===== src/rtl/frame_slot_pkg.sv =====
// frame_slot_pkg: shared sizing and slot-state encoding for the frame slot scheduler
package frame_slot_pkg;
    localparam int NUM_SLOTS = 16;
    localparam int SLOT_W = 4;
    typedef enum logic [1:0] {
        FREE    = 2'd0,
        WRITING = 2'd1,
        READY   = 2'd2,
        READING = 2'd3
    } slot_state_t;
endpackage


===== src/rtl/slot_ready_fifo.sv =====
// slot_ready_fifo: commit-ordered queue of READY slot indices with prefetched head and occupancy count
module slot_ready_fifo
    import frame_slot_pkg::*;
(
    input  logic              clk,
    input  logic              rst,
    input  logic              push,
    input  logic [SLOT_W-1:0] push_slot,
    input  logic              pop,
    output logic              vld,
    output logic [SLOT_W-1:0] head,
    output logic [SLOT_W:0]   count
);
    logic [SLOT_W-1:0] mem [NUM_SLOTS];
    logic [SLOT_W-1:0] wr_ptr;
    logic [SLOT_W-1:0] rd_ptr;
    always_ff @(posedge clk)
        if (push) mem[wr_ptr] <= push_slot;
    always_ff @(posedge clk or posedge rst)
        if (rst) begin
            wr_ptr <= '0;
            rd_ptr <= '0;
            count  <= '0;
        end else begin
            wr_ptr <= wr_ptr + SLOT_W'(push);
            rd_ptr <= rd_ptr + SLOT_W'(pop);
            count  <= count + (SLOT_W+1)'(push) - (SLOT_W+1)'(pop);
        end
    assign vld  = count != '0;
    assign head = vld ? mem[rd_ptr] : '0;
endmodule


===== src/rtl/frame_slot_scheduler.sv =====
// frame_slot_scheduler: grants free frame slots to two producers, queues committed slots for a consumer
module frame_slot_scheduler #(
    parameter int NUM_SLOTS   = frame_slot_pkg::NUM_SLOTS,
    parameter int DROP_OLDEST = 1
) (
    input  logic                            clk,
    input  logic                            rst,
    input  logic [1:0]                      req,
    output logic [1:0]                      gnt,
    output logic [frame_slot_pkg::SLOT_W-1:0] gnt_slot,
    input  logic                            commit_en,
    input  logic [frame_slot_pkg::SLOT_W-1:0] commit_slot,
    output logic                            rd_vld,
    output logic [frame_slot_pkg::SLOT_W-1:0] rd_slot,
    input  logic                            rd_en,
    input  logic                            release_en,
    input  logic [frame_slot_pkg::SLOT_W-1:0] release_slot,
    output logic [frame_slot_pkg::SLOT_W:0]   free_cnt,
    output logic                            drop_pulse,
    output logic                            err_pulse
);
    import frame_slot_pkg::*;
    slot_state_t       state     [NUM_SLOTS];
    slot_state_t       state_nxt [NUM_SLOTS];
    logic [SLOT_W:0]   ready_cnt;
    logic [SLOT_W:0]   free_now;
    logic [SLOT_W-1:0] low_free;
    logic [1:0]        elig;
    logic              free_any, pick, pick_vld, do_gnt, do_rd, do_drop;
    logic              commit_ok, release_ok, ptr;
    // a requester granted last cycle sits out this one
    assign elig     = req & ~gnt;
    assign pick_vld = |elig;
    assign pick     = ptr ? elig[1] : ~elig[0];
    assign do_rd    = rd_en & rd_vld;
    assign do_gnt   = pick_vld & free_any;
    assign do_drop  = (DROP_OLDEST != 0) && pick_vld && !free_any && ready_cnt >= 2 && !do_rd;
    assign commit_ok  = commit_en && state[commit_slot] == WRITING;
    assign release_ok = release_en && state[release_slot] == READING;
    always_comb begin
        free_any = 1'b0;
        low_free = '0;
        free_now = '0;
        for (int i = NUM_SLOTS - 1; i >= 0; i--)
            if (state[i] == FREE) begin
                free_any = 1'b1;
                low_free = SLOT_W'(i);
                free_now = free_now + 1'b1;
            end
        state_nxt = state;
        // every transition below targets a slot in a distinct state, so no two collide
        if (do_gnt) state_nxt[low_free] = WRITING;
        if (commit_ok) state_nxt[commit_slot] = READY;
        if (do_rd) state_nxt[rd_slot] = READING;
        if (do_drop) state_nxt[rd_slot] = FREE;
        if (release_ok) state_nxt[release_slot] = FREE;
    end
    slot_ready_fifo u_fifo (
        .clk       (clk),
        .rst       (rst),
        .push      (commit_ok),
        .push_slot (commit_slot),
        .pop       (do_rd | do_drop),
        .vld       (rd_vld),
        .head      (rd_slot),
        .count     (ready_cnt)
    );
    always_ff @(posedge clk or posedge rst)
        if (rst) begin
            state      <= '{default: FREE};
            gnt        <= '0;
            gnt_slot   <= '0;
            ptr        <= 1'b0;
            free_cnt   <= (SLOT_W+1)'(NUM_SLOTS);
            drop_pulse <= 1'b0;
            err_pulse  <= 1'b0;
        end else begin
            state      <= state_nxt;
            gnt        <= do_gnt ? (pick ? 2'b10 : 2'b01) : 2'b00;
            gnt_slot   <= do_gnt ? low_free : '0;
            if (do_gnt) ptr <= ~pick;
            free_cnt   <= free_now;
            drop_pulse <= do_drop;
            err_pulse  <= (commit_en & ~commit_ok) | (release_en & ~release_ok);
        end
endmodule


===== config.mk =====
export PLATFORM = sky130hd
export DESIGN_NAME = frame_slot_scheduler
export DESIGN_NICKNAME = d
export VERILOG_FILES = /design/src/rtl/frame_slot_pkg.sv /design/src/rtl/slot_ready_fifo.sv /design/src/rtl/frame_slot_scheduler.sv
export SDC_FILE = /design/constraint.sdc
export NUM_CORES = 1
export LEC_CHECK = 0
export ABC_AREA = 1
export ABC_CLOCK_PERIOD_IN_PS = 8200
export CORE_MARGIN = 1
export CORE_UTILIZATION = 45
export CTS_CLUSTER_DIAMETER = 120
export DETAILED_ROUTE_END_ITERATION = 10
export PLACE_DENSITY = 0.67
export SYNTH_ARGS = -nofsm -noshare
export SYNTH_HDL_FRONTEND = slang
export SYNTH_SLANG_ARGS = --single-unit

===== constraint.sdc =====
create_clock -name clk -period 8.2 [get_ports clk]
set_input_delay 1.64 -clock clk [delete_from_list [all_inputs] [get_ports clk]]
set_output_delay 1.64 -clock clk [all_outputs]
set_load 0.1 [all_outputs]

Word level (Yosys, flattened, before mapping):

Memory sizes are Yosys's and may differ from the RTL's.
Cells that the tools add are included.

* eq/ne operators: 2
* $add $sub $neg: 19
* multiplexer cells: 74
* bitwise operators: 27
* magnitude comparators: 9
* reduce and logical (&&, ||, !) cells: 29

Operators with widths (count)
* $mux W32: 5
* $mux W4: 18
* $add A5 B1 Y5 const B: 14
* $mux W5: 14
* $and A32 B32 Y32: 2
* $not A32 Y32: 2
* $and A16 B16 Y16: 2
* $demux W2 S4: 4
* $logic_not A2 Y1: 16
* $not A16 Y16: 2
* $or A16 B16 Y16: 2
* $or A32 B32 Y32: 1
* $mux W2: 11
* $ge A5 B5 Y1 const B: 4
* $lt A5 B1 Y1 const B: 4
* $mux W1: 20
* $not A4 Y5: 4
* $bmux W2 S4: 2
* $logic_and A1 B1 Y1: 9
* $add A4 B1 Y4: 2
* $add A5 B1 Y5: 1
* $ge A5 B2 Y1 const B: 1
* $reduce_bool A5 Y1: 1
* $sub A5 B1 Y5: 1
* 10 further kinds: 18

* bits in writable memories: 64
* register bits after elaboration: 59
* word-level logic and storage cells: 186
* memories kept: 1
* input bits: 15
* output and inout port bits: 18

Memory list
* u_fifo.mem: depth 16, bits a word 4, read ports 1, clocked after Yosys merged registers in 0, write ports 1, RTL line slot_ready_fifo.sv:14 `logic [SLOT_W-1:0] mem [NUM_SLOTS];`

Longest topological paths before layout:

Gate-level depths: netlist of run 1.

* word-level depth: 33
* mapped depth: 50
* gate-level depth less buffers: 50

By module:

A second synthesis of run 1 with hierarchy kept.

* cells, all modules: 1140
* area total of the unflattened synthesis: 8325.5 sq um

Modules (own cells, without submodules)
* frame_slot_scheduler: cells an instance 808, instances 1, seq. area each 1152.4 sq um, area each 4844.6 sq um
* slot_ready_fifo: cells an instance 332, instances 1, seq. area each 2247.2 sq um, area each 3480.8 sq um

Least setup slack after synthesis of run 1:

OpenSTA, ideal clock, no wires.

* path kind: register -> register
* from: register state[2] (netlist name)
* to: register free_cnt[4] (netlist name)
* setup time: 0.076 ns
* period minus slack after synthesis: 6.646 ns
* buffers on the path: 0
* slack: 1.554 ns
* required time: 8.124 ns
* stages on the path, launching flop included: 48
* arrival: 6.571 ns
* cells stage by stage: dfrtp_1 > nor2_2 > inv_1 > ha_1 > inv_1 > nand2_4 > nand2_2 > inv_1 > ha_1 > or2_2 > nand2_1 > xor2_1 > o21ai_1 > ha_1 > nand2_1 > nand2_1 > xnor2_1 > nand2_1 > [... 12 more ...] > o21ai_1 > nor2_1 > nor2_1 > ha_1 > or2_2 > o21ai_0 > xnor2_1 > o21ai_1 > ha_1 > o21ai_0 > inv_1 > ha_1 > nand2_1 > nor2_1 > nand2_1 > inv_1 > nand2_1 > nand2_1

* word-level cells in the longest chain between the ends: 30

Ends and longest elaborated chain
* from (decl): RTL line frame_slot_scheduler.sv:23 `slot_state_t state [NUM_SLOTS];`
* from (signal assigned): RTL line frame_slot_scheduler.sv:78 `state <= state_nxt;`
* $logic_not A2 Y1 *: RTL line frame_slot_scheduler.sv:45 `if (state[i] == FREE) begin`
* $mux W2 *: RTL line frame_slot_scheduler.sv:45
* $add A5 B1 Y5: RTL line frame_slot_scheduler.sv:48 `free_now = free_now + 1'b1;`
* $mux W5 *: RTL line frame_slot_scheduler.sv:45
* $add A5 B1 Y5: RTL line frame_slot_scheduler.sv:48
* $mux W5 *: RTL line frame_slot_scheduler.sv:45
* $add A5 B1 Y5: RTL line frame_slot_scheduler.sv:48
* $mux W5 *: RTL line frame_slot_scheduler.sv:45
* [... 15 more ...]
* $mux W5 *: RTL line frame_slot_scheduler.sv:45
* $add A5 B1 Y5: RTL line frame_slot_scheduler.sv:48
* $mux W5 *: RTL line frame_slot_scheduler.sv:45
* $add A5 B1 Y5: RTL line frame_slot_scheduler.sv:48
* $mux W5 *: RTL line frame_slot_scheduler.sv:45
* $add A5 B1 Y5: RTL line frame_slot_scheduler.sv:48
* $mux W5 *: RTL line frame_slot_scheduler.sv:45
* net free_now[4]: RTL line frame_slot_scheduler.sv:26 `logic [SLOT_W:0] free_now;`
* to (signal assigned): RTL line frame_slot_scheduler.sv:74 `free_cnt <= (SLOT_W+1)'(NUM_SLOTS);`
* to (signal assigned): RTL line frame_slot_scheduler.sv:82 `free_cnt <= free_now;`
* to (decl): RTL line frame_slot_scheduler.sv:18 `output logic [frame_slot_pkg::SLOT_W:0] free_cnt,`

Mark *: on every way through the listed nets, which the timed path passes. The rest lies on a longest branch.
A chain may end at the register's enable or synchronous reset.

Worst setup path after layout of run 1:

* from: register state[3] (netlist name)
* to: register free_cnt[4] (netlist name)

Same word-level chain as after synthesis.

==> results of run 1 <==
[through the flow]
stage               setup slack [ps]  util, %  hold WS, ps  area, µm²
finish                           835     53.3          534       9700
global route                     221     53.3          587       9700
CTS                              861     53.3          534       9700
detailed placement               895     49.8          521       9060
global placement                1130     49.8          506       9060
floorplan                       1550        -          477       8480
[cell families (layout without fill, tap and decap cells)]
logic type                 Yosys count  in the layout  synth area share [%]
and+or+nand+nor                    525            525                  30.1
muxes                               16             16                  1.89
DFF                                123            123                  40.1
buffers and inverters              199            254                  8.83
adders and majority gates           30             30                  4.51
AOI/OAI and AO/OA                  182            182                  12.9
xor gates and xnor gates            16             16                  1.65
[layer usage]
layer  vias up  wire length (µm)  part of all wire (%)  global-route usage [%]
met3        43              1430                   6.7                    3.51
met5         -                 0                     0                       0
met1      3391              9850                    46                    31.9
met2       263              9580                    45                    36.4
met4         0               512                   2.4                    8.48
li1       3695                 -                     -                       -
[path summary, 6_finish.rpt]
check,startpoint,end,depth (start not counted)
min in group asynchronous,rst,gnt[0],3
min,ptr,ptr,2
max reg2reg,state[3],free_cnt[4],46
max,state[3],free_cnt[4],46
min reg2reg,ptr,ptr,2
max in group asynchronous,rst,u_fifo.wr_ptr[0],3
[state kept, by name, indices dropped and copies added, names as in the netlist]
| name | flops |
|---|---|
| u_fifo.wr_ptr | 4 |
| u_fifo.mem | 64 |
| ptr | 1 |
| gnt_slot | 4 |
| free_cnt | 5 |
| err_pulse | 1 |
| u_fifo.rd_ptr | 4 |
| state | 32 |
| u_fifo.count | 5 |
| drop_pulse | 1 |
| gnt | 2 |
[worst max-delay path, delay by kind of cell, from the launching register on]
family | cells | cell delay (ps)
flip-flops | 1 | 410
AO/OA/AOI/OAI | 7 | 1310
adder cells (fa/ha/maj) | 8 | 2100
buffers and inverters | 7 | 570
XOR/XNOR | 5 | 800
AND/OR/NAND/NOR | 19 | 2090
[cell type report]
type                            instances  share of cell area (%)
Clock buffer                           18                    4.42
Sequential cell                       123                    35.0
Inverter                              187                    7.23
Clock inverter                         14                    2.14
Timing Repair Buffer                   35                    3.53
Multi-Input combinational cell        769                    44.7
Tap cell                              229                    2.95
[cell usage after synthesis, types with 9 or more instances]
master    instances  area, µm²
nand2_1         183        687
inv_1           181        679
nor2_1          173        649
edfxtp_1         64       1920
nand3_1          62        310
dfrtp_1          58       1450
o21ai_0          57        285
a21oi_1          38        190
o22ai_1          31        194
ha_1             29        363
nand2_2          29        181
nand2_4          19        214
o211ai_1         17        128
mux2i_1          16        160
nand3_2          15        150
xor2_1           12        105
nor3_1           11       55.1
clkbuf_1          9       33.8
[power by group through the flow]
| stage | Clock (mW) | Combinational [mW] | Sequential, mW |
|---|---|---|---|
| 4_1_cts | 0.822 | 2.44 | 0.922 |
| 5_1_grt | 0.843 | 2.73 | 0.945 |
| 3_5_place_dp | 0 | 2.42 | 0.932 |
| 6_report | 0.815 | 2.44 | 0.926 |
| 3_3_place_gp | 0 | 2.38 | 0.928 |
| 2_1_floorplan | 0 | 1.81 | 1.01 |
==> results_dict.tcl, run 1 <==
set metrics [dict create \
    critPathMaxFanout 5 \
    io-pin-count 33 \
    netSwitchingPower_mw 2.14 \
    clock_skew_ps 11.7 \
    rsz0062_at_grt "false" \
    num_rows 49 \
    hold_buffers 0 \
    ff_latch_area_mm2 0.00340 \
    critPathLaunchType "flip-flop" \
    diodes 0 \
    critPathCaptureType "flip-flop" \
    postSynth.asyncResetShare_pct 48.0 \
    drt_iter0_drc 605 \
    dieHeight_um 139 \
    postRouteAntennaNets 0 \
    final_common_cell "nand2_1" \
    start_util_pct 46.6 \
    layout.cells.non_filler 1375 \
    numCtsBuffers 17 \
    critical_path_arrival_ps 7710 \
    finalWirelength_um 21400 \
    worstMarginPinSlew_ps 987 \
    clock.fmax_mhz 136 \
    outcome "finished clean" \
    yosys.cell_types.count 45 \
    cts_resized 0 \
    die_area_mm2 0.0194 \
    final_cell_mix "nand2_1 (183), inv_1 (180), nor2_1 (173), edfxtp_1 (64), nand3_1 (62)" \
    place_congestion 0.966 \
    synth_area_per_cell_um2 7.78 \
    synthFlopType "edfxtp_1" \
    switching_share_pct 51.0 \
    vias 7392 \
    peakVddDrop_uv 710 \
    cp.required_ps 8550 \
    cts-root-buf "clkbuf_16" \
    avgViaCountPerCell 5.38 \
    slowest_stage "dfrtp_1" \
    syn2layout_area_growth_pct 14.4 \
    slew_violations 0 \
    synth_warnings 0 \
    p_per_area_mw_per_mm2 431 \
    synth_edf_count 64 \
    ys_ff_latch 123 \
    seqPwrFrac_pct 22.1 \
    clkLatencyLatePin_ps 420 \
    drv_cap 0 \
    grt_antenna_before_repair 0 \
    die_w_um 139 \
    reg2reg_slack_ps 840 \
    p_int_mw 2.05 \
    critical_path.most_common_cell "nand2_1" \
    clock_power_share_pct 19.5 \
    layout-drive-gt1-share_pct 11.5 \
    syn-num-nets 1136 \
    fin_nets 1178 \
    clk_pin_slew_ps 60 \
    post_cts_buffers 0 \
    cts_tree "yes" \
    setup-violations-final 0 \
    combPwrFrac_pct 58.4 \
    detail_route.drc_violations 0 \
    gr-total-overflow 0 \
    slowest_delay_ps 410 \
    fillers 1732 \
    multi_input_area_mm2 0.00433 \
    cts_buffer_depth 2 \
    netlist_area_mm2 0.00848 \
    placedCellCount 1343 \
    dp_hpwl_um 16000 \
    grt_usage_pct 23.0 \
    finalCriticalPeriod_ps 7360 \
    core_mm2 0.0182 \
    port_buffers 32 \
    routedWlPerCell_um 15.5 \
    clock-sinks 123 \
    grt_pass1_wl_um 35200 \
    yosysSeqAreaShare_pct 40.1 \
    grt_max_degree 60 \
    hold_viol_final 0 \
    hp-class "reg -> reg" \
    slew_headroom_pct 34.0 \
    min_period_over_period_pct 89.8 \
    htreeDepth 4 \
    firstDrtPassIters 5 \
    path_class "reg -> reg" \
    grt_pass1_vias 7023 \
    synthCells 1091 \
    power.total_mw 4.18 \
    setup_tns_ps 0 \
    p_leak_nw 4.44 \
]
(Power assumes the default switching activity.)
==> run 2, diff against run 1 <==
Settings changed: CORE_UTILIZATION 45 to 55, PLACE_DENSITY 0.67 to 0.78, SKIP_LAST_GASP set to 1.
==> results_dict.tcl, run 2 (synthesis results as in run 1) <==
set metrics [dict create \
    numCtsBuffers 17 \
    grt_pass1_vias 7305 \
    final_common_cell "nand2_1" \
    hold_buffers 0 \
    vias 7479 \
    layout-drive-gt1-share_pct 11.5 \
    drt_iter0_drc 505 \
    detail_route.drc_violations 0 \
    p_leak_nw 4.42 \
    cts_resized 0 \
    reg2reg_slack_ps 840 \
    grt_use_met2_pct 49.4 \
    worst-r2r-cell-count 46 \
    port_buffers 32 \
    outcome "finished clean" \
    r2r-start "state[3]" \
    dp_hpwl_um 15600 \
    postRouteAntennaNets 0 \
    largest_reg_flops 64 \
    min_to "ptr" \
    gr-usage-met3_pct 4.46 \
    place_congestion 1.02 \
    grt_pass1_wl_um 34400 \
    final_cell_mix "nand2_1 (183), inv_1 (180), nor2_1 (173), edfxtp_1 (64), nand3_1 (62)" \
    critical_path.most_common_cell "nand2_1" \
    setup_tns_ps 0 \
    diodes 0 \
    grt_usage_pct 27.6 \
    start_util_pct 56.0 \
    reg_top3 "u_fifo.mem x64, state x32" \
    rsz0062_at_grt "false" \
    critPathBufInv 7 \
    slowest_delay_ps 410 \
    gr-total-overflow 0 \
    hold_path_depth 2 \
    drv_cap 0 \
    r2r_end "free_cnt[4]" \
    post_cts_buffers 0 \
    clock_skew_ps 7.89 \
    critPathTopFamily "simple AND/OR/NAND/NOR gates" \
    grt_antenna_before_repair 0 \
    critPathMaxFanout 5 \
    fin_ws_ps 844 \
    regMostFlops "u_fifo.mem" \
    min_period_over_period_pct 89.7 \
    cts-root-buf "clkbuf_16" \
    fin_nets 1177 \
    clock.fmax_mhz 136 \
    clock-sinks 123 \
    cp.required_ps 8560 \
    ff_latch_area_mm2 0.00340 \
    critical_path_arrival_ps 7710 \
    whs_ps 529 \
    p_per_area_mw_per_mm2 433 \
    peakVddDrop_uv 539 \
    cts_buffer_depth 2 \
    clkLatencyLatePin_ps 420 \
    clk_pin_slew_ps 60 \
    critPathLaunchType "flip-flop" \
    fillers 1303 \
    die_area_mm2 0.0159 \
    dpl_worst_slack_ps 988 \
    hp-class "reg -> reg" \
    die_w_um 126 \
    finalCriticalPeriod_ps 7360 \
    min_from "ptr" \
    busiest_layer "met2" \
    worstMarginPinSlew_ps 1010 \
    routedWlPerCell_um 15.7 \
    avgViaCountPerCell 5.61 \
    io-pin-count 33 \
    core_mm2 0.0151 \
    multi_input_area_mm2 0.00433 \
    slew_headroom_pct 32.8 \
    finalWirelength_um 20900 \
    critPathCaptureType "flip-flop" \
    hold_viol_final 0 \
    slowest_stage "dfrtp_1" \
    slew_violations 0 \
    grt_max_degree 60 \
    syn2layout_area_growth_pct 13.4 \
    cts_tree "yes" \
    dieHeight_um 126 \
    htreeDepth 4 \
    setup-violations-final 0 \
    firstDrtPassIters 5 \
    path_class "reg -> reg" \
    gr-usage-met1_pct 32.1 \
    num_rows 45 \
]
[run 2: metal layers]
metal / routed length [µm] / vias up
li1: - / 3688
met1: 8510 / 3464
met2: 10500 / 265
met3: 1240 / 62
met4: 683 / 0
met5: 0 / -
[run 2: metrics by stage]
stage          area (µm²)  power (mW)  cells  utilization (%)
6_report             9620        4.17   1333             63.5
2_1_floorplan        8480        2.83   1091                -
4_1_cts              9620        4.16   1333             63.5
5_1_grt              9620        4.49   1333             63.5
3_5_place_dp         9010        3.36   1301             59.5
3_3_place_gp         9010        3.29   1301             59.5
[run 2: how the worst max path moves through the flow]
stage                         from           to  cells past startpoint
after floorplan           state[2]  free_cnt[4]                     47
after global placement    state[2]  free_cnt[4]                     47
after detailed placement  state[3]  free_cnt[4]                     47
after CTS                 state[3]  free_cnt[4]                     47
after global routing      state[3]  free_cnt[4]                     46
final                     state[3]  free_cnt[4]                     46
[run 2: report_power, final]
group	total [mW]	internal (mW)	switching [mW]
registers	0.919	0.794	0.125
clock network	0.782	0.483	0.299
logic	2.47	0.740	1.73
[run 2: worst register-to-register path, delay by kind of cell (launching register included)]
| family | cells | cell delay [ps] |
|---|---|---|
| flops | 1 | 410 |
| simple gates | 19 | 2140 |
| compound gates | 7 | 1350 |
| fa+ha+maj | 8 | 2090 |
| xor+xnor | 5 | 750 |
| buf+inv | 7 | 550 |
[run 2: area by class of cell]
| class | instances | share of cell area (%) |
|---|---|---|
| clock buffer | 17 | 4.42 |
| clock inverter | 15 | 1.98 |
| sequential | 123 | 35.3 |
| timing repair buffer | 34 | 3.49 |
| multi-input combinational | 769 | 45.0 |
| inverter | 187 | 7.30 |
| tap | 188 | 2.44 |
